### config.mk
export PLATFORM = sky130hd
export DESIGN_NAME = countdown_timer
export DESIGN_NICKNAME = d
export VERILOG_FILES = /design/src/rtl/countdown_timer_pkg.sv /design/src/rtl/countdown_timer.sv
export SDC_FILE = /design/constraint.sdc
export NUM_CORES = 1
export LEC_CHECK = 0
export ABC_AREA = 0
export CELL_PAD_IN_SITES_DETAIL_PLACEMENT = 1
export CELL_PAD_IN_SITES_GLOBAL_PLACEMENT = 2
export CORE_ASPECT_RATIO = 1.4
export CORE_UTILIZATION = 26
export CTS_CLUSTER_SIZE = 10
export DETAILED_ROUTE_END_ITERATION = 8
export PLACE_DENSITY_LB_ADDON = 0.1
export SETUP_SLACK_MARGIN = 0.02
export SLEW_MARGIN = 20
export SYNTH_ARGS = -nofsm -noshare
export SYNTH_HDL_FRONTEND = slang
export SYNTH_SLANG_ARGS = --single-unit
### constraint.sdc
create_clock -name clock -period 2 [get_ports clock]
set_clock_uncertainty 0.2 [all_clocks]
set_input_delay 0.4 -clock clock [delete_from_list [all_inputs] [get_ports clock]]
set_output_delay 0.4 -clock clock [all_outputs]
set_load 0.05 [all_outputs]
### src/rtl/countdown_timer_pkg.sv
// Shared timer package.
// Holds the controller state encoding and the default seconds-count width,
// so the timer and anything observing its state agree on both.
package countdown_timer_pkg;

    // Default bit width of the seconds count.
    localparam int TIMER_WIDTH_DEFAULT = 4;

    // IDLE     : nothing to count, remaining holds its last value
    // LOAD     : one-cycle settle after a start; the divider is being re-phased
    // COUNTING : decrementing remaining on each one-second tick
    typedef enum logic [1:0] {
        IDLE     = 2'd0,
        LOAD     = 2'd1,
        COUNTING = 2'd2
    } timer_state_e;

endpackage : countdown_timer_pkg

### src/rtl/countdown_timer.sv
// countdown_timer
// Seconds countdown controller. It sits beside a 1 Hz divider: div_restart
// feeds the divider's start input, and the divider's tick comes back as
// one_hz_enable. Every output is registered.
//
// Ports
//   clock         : system clock, rising edge
//   reset         : synchronous active-high reset, beats start_timer
//   start_timer   : one-cycle request to load value and begin counting
//   value         : countdown length in seconds, sampled with start_timer
//   one_hz_enable : one-cycle-per-second tick from the divider
//   div_restart   : one-cycle pulse that re-zeroes the divider phase
//   busy          : high while counting
//   remaining     : seconds left
//   expired       : one-cycle pulse when the count reaches zero
module countdown_timer
    import countdown_timer_pkg::*;
#(
    parameter int WIDTH = TIMER_WIDTH_DEFAULT
) (
    input  logic             clock,
    input  logic             reset,
    input  logic             start_timer,
    input  logic [WIDTH-1:0] value,
    input  logic             one_hz_enable,
    output logic             div_restart,
    output logic             busy,
    output logic [WIDTH-1:0] remaining,
    output logic             expired
);

    timer_state_e     state, state_nxt;
    logic [WIDTH-1:0] remaining_nxt;
    logic             expired_nxt;
    logic             div_restart_nxt;
    logic             busy_nxt;

    // State and registered outputs.
    always_ff @(posedge clock) begin
        if (reset) begin
            state       <= IDLE;
            remaining   <= '0;
            busy        <= 1'b0;
            expired     <= 1'b0;
            div_restart <= 1'b0;
        end else begin
            state       <= state_nxt;
            remaining   <= remaining_nxt;
            busy        <= busy_nxt;
            expired     <= expired_nxt;
            div_restart <= div_restart_nxt;
        end
    end

    // Next state and next output values.
    always_comb begin
        state_nxt       = state;
        remaining_nxt   = remaining;
        expired_nxt     = 1'b0;
        div_restart_nxt = 1'b0;

        if (start_timer) begin
            // A start always wins: reload, drop any tick, and re-phase the
            // divider so the first second is a full second.
            state_nxt       = LOAD;
            remaining_nxt   = value;
            div_restart_nxt = 1'b1;
        end else begin
            case (state)
                LOAD: begin
                    // Any tick seen here is a stale one from the old divider
                    // phase, so it is deliberately not looked at.
                    if (remaining != '0) begin
                        state_nxt = COUNTING;
                    end else begin
                        state_nxt   = IDLE;
                        expired_nxt = 1'b1;
                    end
                end
                COUNTING: begin
                    if (one_hz_enable) begin
                        if (remaining > WIDTH'(1)) begin
                            remaining_nxt = remaining - WIDTH'(1);
                        end else begin
                            // Last second: finish at zero instead of
                            // decrementing, so the count can never wrap.
                            remaining_nxt = '0;
                            expired_nxt   = 1'b1;
                            state_nxt     = IDLE;
                        end
                    end
                end
                default: ;
            endcase
        end

        busy_nxt = (state_nxt == COUNTING);
    end

endmodule : countdown_timer

==> impl_metrics.env, run 1 <==
export IMPL_synthDistinctLibCells=27
export IMPL_fp_dieArea_mm2=0.00224
export IMPL_worst_pin_slew_ns=0.416
export IMPL_clockPowerShare_pct=31.8
export IMPL_htree_levels=1
export IMPL_hpwl_mm=1.06
export IMPL_die_h_um=55.6
export IMPL_startpoint="remaining[1]"
export IMPL_path_class="flip-flop to flip-flop"
export IMPL_power_density_mw_per_mm2=614
export IMPL_placementRows=19
export IMPL_ys_warn_count=0
export IMPL_drt_initial_drc_count=3
export IMPL_cp_end_kind="flip-flop"
export IMPL_routed_wl_mm=1.35
export IMPL_worst_r2r_endpoint="busy"
export IMPL_synth_edf_count=0
export IMPL_crit_arrival_ns=1.72
export IMPL_cpMaxStageDelayCell="dfxtp_1"
export IMPL_combPwrFrac_pct=23.6
export IMPL_ir_worst_vdd_mv=0.320
export IMPL_first_pass_iters=4
export IMPL_synth_seq_cells=9
export IMPL_syn_inst=59
export IMPL_timing_final_crit_period_ns=1.77
export IMPL_gp_congestion=0.778
export IMPL_syn_avg_cell_area_um2=9.06
export IMPL_swShare_pct=30.6
export IMPL_multi_input_area_um2=312
export IMPL_clkTransAtPathRegs_ns=0.07
export IMPL_cts_hold_buffers=0
export IMPL_cap_violations=0
export IMPL_timing_rr_start="remaining[1]"
export IMPL_p_int_uw=309
export IMPL_initial_core_util_pct=27.4
export IMPL_port_buffers=14
export IMPL_n_fill_cell=237
export IMPL_worst_setup_path_start_kind="flip-flop"
export IMPL_grt_pass1_vias=544
export IMPL_fmax_mhz=565
export IMPL_core_area_mm2=0.00195
export IMPL_synth_flop_cell="dfxtp_1"
export IMPL_slew_viol_final=0
export IMPL_max_stage_delay_ns=0.42
export IMPL_cts_repair_resized=0
export IMPL_cts_tree="done"
export IMPL_power_switching_uw=136
export IMPL_fp_dieW_um=40.3
export IMPL_syn_area_um2=534
export IMPL_cts_sinks=9
export IMPL_ys_async_sr_fraction_pct=0
export IMPL_synth_top_area_cell="dfxtp_1"
export IMPL_clkLatencyLatePin_ns=0.26
export IMPL_syn_nets=73
export IMPL_seqPwrFrac_pct=44.5
export IMPL_crit_path_max_fanout=5
export IMPL_drive_above_1_share_pct=23.1
export IMPL_register_area_um2=181
export IMPL_syn_to_final_growth_pct=35.6
export IMPL_grt_pass1_wl_mm=2.28
export IMPL_cp_required_ns=1.95
export IMPL_status="complete, no violations"
export IMPL_slew_headroom_pct=72.2
export IMPL_ant_nets=0
export IMPL_p_leak_uw=0.000306
export IMPL_drc=0
export IMPL_vias_per_cell=5.04
export IMPL_crit_chain="inv_1, ha_1, nor2_1, o311ai_2, a2111oi_2"
export IMPL_grt_overflow=0
export IMPL_rsz0062_at_grt="false"
export IMPL_setup_viol=0
export IMPL_reg2regPathDepth=5
export IMPL_tns_ns=0
export IMPL_grt_max_degree=10
export IMPL_ios=15
export IMPL_cts_buffers=3
export IMPL_vias=499
export IMPL_critPathCapture="busy"
export IMPL_cts_buffer_depth=2
export IMPL_antenna_found_initial=0
export IMPL_r2r_slack_ns=0.23
export IMPL_fin_crit_sh_pct=88.5
export IMPL_wire_per_inst_um=13.6
export IMPL_total_power_uw=445
export IMPL_hold_path_class="flip-flop to flip-flop"
export IMPL_yosys_top_cells_area="dfxtp_1 (34%), ha_1 (14%), inv_1 (6.3%)"
export IMPL_nets=93
export IMPL_synth_top_cell_area_share_pct=33.7
export IMPL_hold_viol_final=0
export IMPL_antennaDiodeCount=0
export IMPL_post_cts_buffers=0
export IMPL_grt_use_total_pct=14.3
export IMPL_yosysSeqAreaShare_pct=33.7
export IMPL_cts_root_buf="clkbuf_4"
## state kept, by name (all words and copies together), names as in the netlist
| name | flops |
|---|---|
| div_restart | 1 |
| state | 2 |
| remaining | 4 |
| expired | 1 |
| busy | 1 |
## power groups by stage
stage	Combinational [uW]	Clock, uW	Sequential (uW)
after detailed placement	106	0	202
after CTS	107	146	198
after global placement	106	0	202
final	105	142	198
after floorplan	41.9	0	222
after global routing	115	152	199
## Yosys cell counts (2+ instances only)
master	n
ha_1	6
nor2b_1	2
nand2_1	3
dfxtp_1	9
a211oi_1	2
a31oi_1	2
inv_1	9
nor2_1	5
nand3_1	3
## cells in the final DEF, fill, tap and decap left out, types with 2 or more instances in the layout
cell type,Yosys,layout
buf_4,0,10
inv_1,9,9
dfxtp_1,9,8
clkdlybuf4s50_1,0,7
ha_1,6,6
nor2_1,5,5
nand3_1,3,3
nand2_1,3,3
clkbuf_4,0,3
nor2b_1,2,2
a211oi_1,2,2
a31oi_1,2,2
## cell type report
cell class	instances	share of cell area [%]
well taps	21	3.63
inverters	9	4.66
flip-flops and latches	9	25.0
multi-input cells	39	43.0
repair buffers	17	20.0
clock buffers	4	3.63
## cells by family (layout without fill, tap and decap cells)
kind of cell / after synthesis / after routing / synth area share, %
and+or+nand+nor: 18 / 18 / 19.2
AOI/OAI and AO/OA: 14 / 14 / 23.2
buffers and inverters: 11 / 30 / 7.96
DFF: 9 / 9 / 33.7
adders and majority gates: 6 / 6 / 14.1
muxes: 1 / 1 / 1.87
## worst min-delay path by stage
| stage | depth (start not counted) | start | to |
|---|---|---|---|
| global placement | 2 | state[1] | state[1] |
| global route | 2 | remaining[1] | remaining[1] |
| floorplan | 2 | state[1] | busy |
| detailed placement | 2 | remaining[1] | remaining[1] |
| CTS | 2 | remaining[1] | remaining[1] |
| finish | 2 | remaining[1] | remaining[1] |
## stage by stage
stage,instance area (um^2),hold slack (ns),setup WS (ns),instances,utilization (%)
final,724,0.370,0.230,99,37.2
after global routing,724,0.402,0.0836,99,37.2
after CTS,724,0.377,0.192,99,37.2
after detailed placement,698,0.366,0.111,95,35.8
after global placement,698,0.371,0.161,95,35.8
after floorplan,536,0.333,0.0270,59,-
## critical path: cells and delay by family (launching register included)
| family | cells | cell delay [ns] |
|---|---|---|
| AO/OA/AOI/OAI | 2 | 0.45 |
| adder cells (fa/ha/maj) | 1 | 0.22 |
| buffers and inverters | 1 | 0.11 |
| flip-flops | 1 | 0.42 |
| AND/OR/NAND/NOR | 1 | 0.28 |
## per-layer routing
layer,global-route usage (%),up-vias,wire length (um)
met4,4.29,0,19
met1,18.1,237,616
li1,-,252,-
met5,0,-,0
met3,3.60,2,32
met2,23.0,8,680
No activity file was read; power rests on OpenSTA's default activity.
==> inputs of run 2 (changes only) <==
Settings changed: SLEW_MARGIN 20 to 15.
==> results of run 2 <==
No change in the layout: final DEF, timing and power equal those of run 1.
==> inputs of run 3 (changes only) <==
Settings changed: CORE_MARGIN from default to 5.
==> run 3 against run 2 <==
Against the previous run: design area stayed put; clock power hardly changed; sequential power hardly changed; flip-flop and latch count stayed put; non-clock buffer count stayed put; global-route usage is 4.6 points lower; combinational power hardly changed; utilization is 0.45 points lower; die area is 37% higher; largest power group unchanged; wire length is 4.7% higher; sequential share of layout area stayed put; highest routed layer unchanged; fmax is 5.0% higher.
==> impl_metrics.env, run 3 (synthesized netlist as in run 1, its figures left out) <==
export IMPL_startpoint="remaining[1]"
export IMPL_cts_buffer_depth=2
export IMPL_p_leak_uw=0.000306
export IMPL_routed_wl_mm=1.41
export IMPL_ant_nets=0
export IMPL_rsz0062_at_grt="false"
export IMPL_grt_pass1_vias=492
export IMPL_die_h_um=63.6
export IMPL_cts_buffers=3
export IMPL_setup_ws_ns=0.314
export IMPL_hold_viol_final=0
export IMPL_cap_violations=0
export IMPL_fp_dieW_um=48.3
export IMPL_syn_to_final_growth_pct=35.6
export IMPL_timing_rr_start="remaining[1]"
export IMPL_ir_worst_vdd_mv=0.322
export IMPL_reg_largest_list="remaining (4), state (2)"
export IMPL_cts_root_buf="clkbuf_4"
export IMPL_crit_path_max_fanout=5
export IMPL_cts_hold_buffers=0
export IMPL_post_cts_buffers=0
export IMPL_fmax_mhz=593
export IMPL_largest_register_ff_count=4
export IMPL_clkTransAtPathRegs_ns=0.06
export IMPL_fin_crit_sh_pct=84.3
export IMPL_cp_end_kind="flip-flop"
export IMPL_drc=0
export IMPL_hold_path_class="flip-flop to flip-flop"
export IMPL_grt_use_met3_pct=2.59
export IMPL_worst_pin_slew_ns=0.429
export IMPL_clkLatencyLatePin_ns=0.26
export IMPL_antenna_found_initial=0
export IMPL_vias_per_cell=4.99
export IMPL_grt_use_met1_pct=12.1
export IMPL_fp_dieArea_mm2=0.00307
export IMPL_tns_ns=0
export IMPL_grt_pass1_wl_mm=2.28
export IMPL_grt_use_total_pct=9.70
export IMPL_antennaDiodeCount=0
export IMPL_grt_overflow=0
export IMPL_first_pass_iters=4
export IMPL_drt_initial_drc_count=7
export IMPL_layout_commonest_cell="buf_4"
export IMPL_ios=15
export IMPL_nets=93
export IMPL_cts_sinks=9
export IMPL_vias=494
export IMPL_setup_viol=0
export IMPL_power_density_mw_per_mm2=617
export IMPL_path_class="flip-flop to flip-flop"
export IMPL_top_register="remaining"
export IMPL_htree_levels=1
export IMPL_cp_required_ns=1.93
export IMPL_cts_repair_resized=0
export IMPL_wire_per_inst_um=14.3
export IMPL_worst_setup_path_start_kind="flip-flop"
export IMPL_mostFrequentLayoutCells="buf_4 (10), inv_1 (9), dfxtp_1 (8)"
export IMPL_timing_final_crit_period_ns=1.69
export IMPL_top_usage_layer="met2"
export IMPL_port_buffers=14
export IMPL_grt_met2_usage_pct=13.9
export IMPL_gp_congestion=0.720
export IMPL_placementRows=19
export IMPL_grt_max_degree=10
export IMPL_crit_arrival_ns=1.62
export IMPL_hpwl_mm=1.09
export IMPL_slew_headroom_pct=71.3
export IMPL_cts_tree="done"
export IMPL_slew_viol_final=0
export IMPL_status="complete, no violations"
export IMPL_core_area_mm2=0.00197
export IMPL_dp_slack_ns=0.132
export IMPL_hold_start="state[1]"
export IMPL_drive_above_1_share_pct=23.1
export IMPL_initial_core_util_pct=27.1
[run 3: cell counts in the layout (fill, tap and decap cells not counted)]
Identical to the previous run, type by type.
[run 3: worst max-delay path, stage by stage, from the launching register on]
cell and delay [ns]:
dfxtp_1 0.35, inv_1 0.11, ha_1 0.16, or3b_1 0.36, a22oi_1 0.25, a211oi_1 0.12
[run 3: path summary, 6_finish.rpt]
kind	to	slack, ns	cells past startpoint
setup / recovery	state[1]	0.31	5
hold / removal	busy	0.38	2
setup reg to reg	state[1]	0.31	5
hold reg to reg	busy	0.38	2
[run 3: routing by layer]
| metal | up-vias | share of wire, % |
|---|---|---|
| li1 | 249 | - |
| met2 | 10 | 47 |
| met1 | 231 | 46 |
| met3 | 4 | 5.0 |
| met5 | - | 0 |
| met4 | 0 | 2.3 |
[run 3: where the power goes]
part | leakage [uW] | switching [uW] | internal, uW | total [uW]
logic | 0.000217 | 61.1 | 44.5 | 106
registers | 0.0000743 | 10.1 | 188 | 198
clock network | 0.0000150 | 66.5 | 77.1 | 144
total | 0.000306 | 138 | 309 | 447
[run 3: area by class of cell]
cell class / count / area (um^2)
Clock buffer: 4 / 26.3
Fill cell: 252 / 1250
Inverter: 9 / 33.8
Multi-Input combinational cell: 39 / 312
Sequential cell: 9 / 181
Tap cell: 21 / 26.3
Timing Repair Buffer: 17 / 145
[run 3: per-stage QoR]
step	hold slack, ns	util (%)	instances	instance area, um^2	power [uW]
finish	0.375	36.7	99	724	447
global route	0.409	36.7	99	724	476
CTS	0.380	36.7	99	724	454
detailed placement	0.370	35.4	95	698	308
global placement	0.377	35.4	95	698	308
floorplan	0.333	-	59	536	264
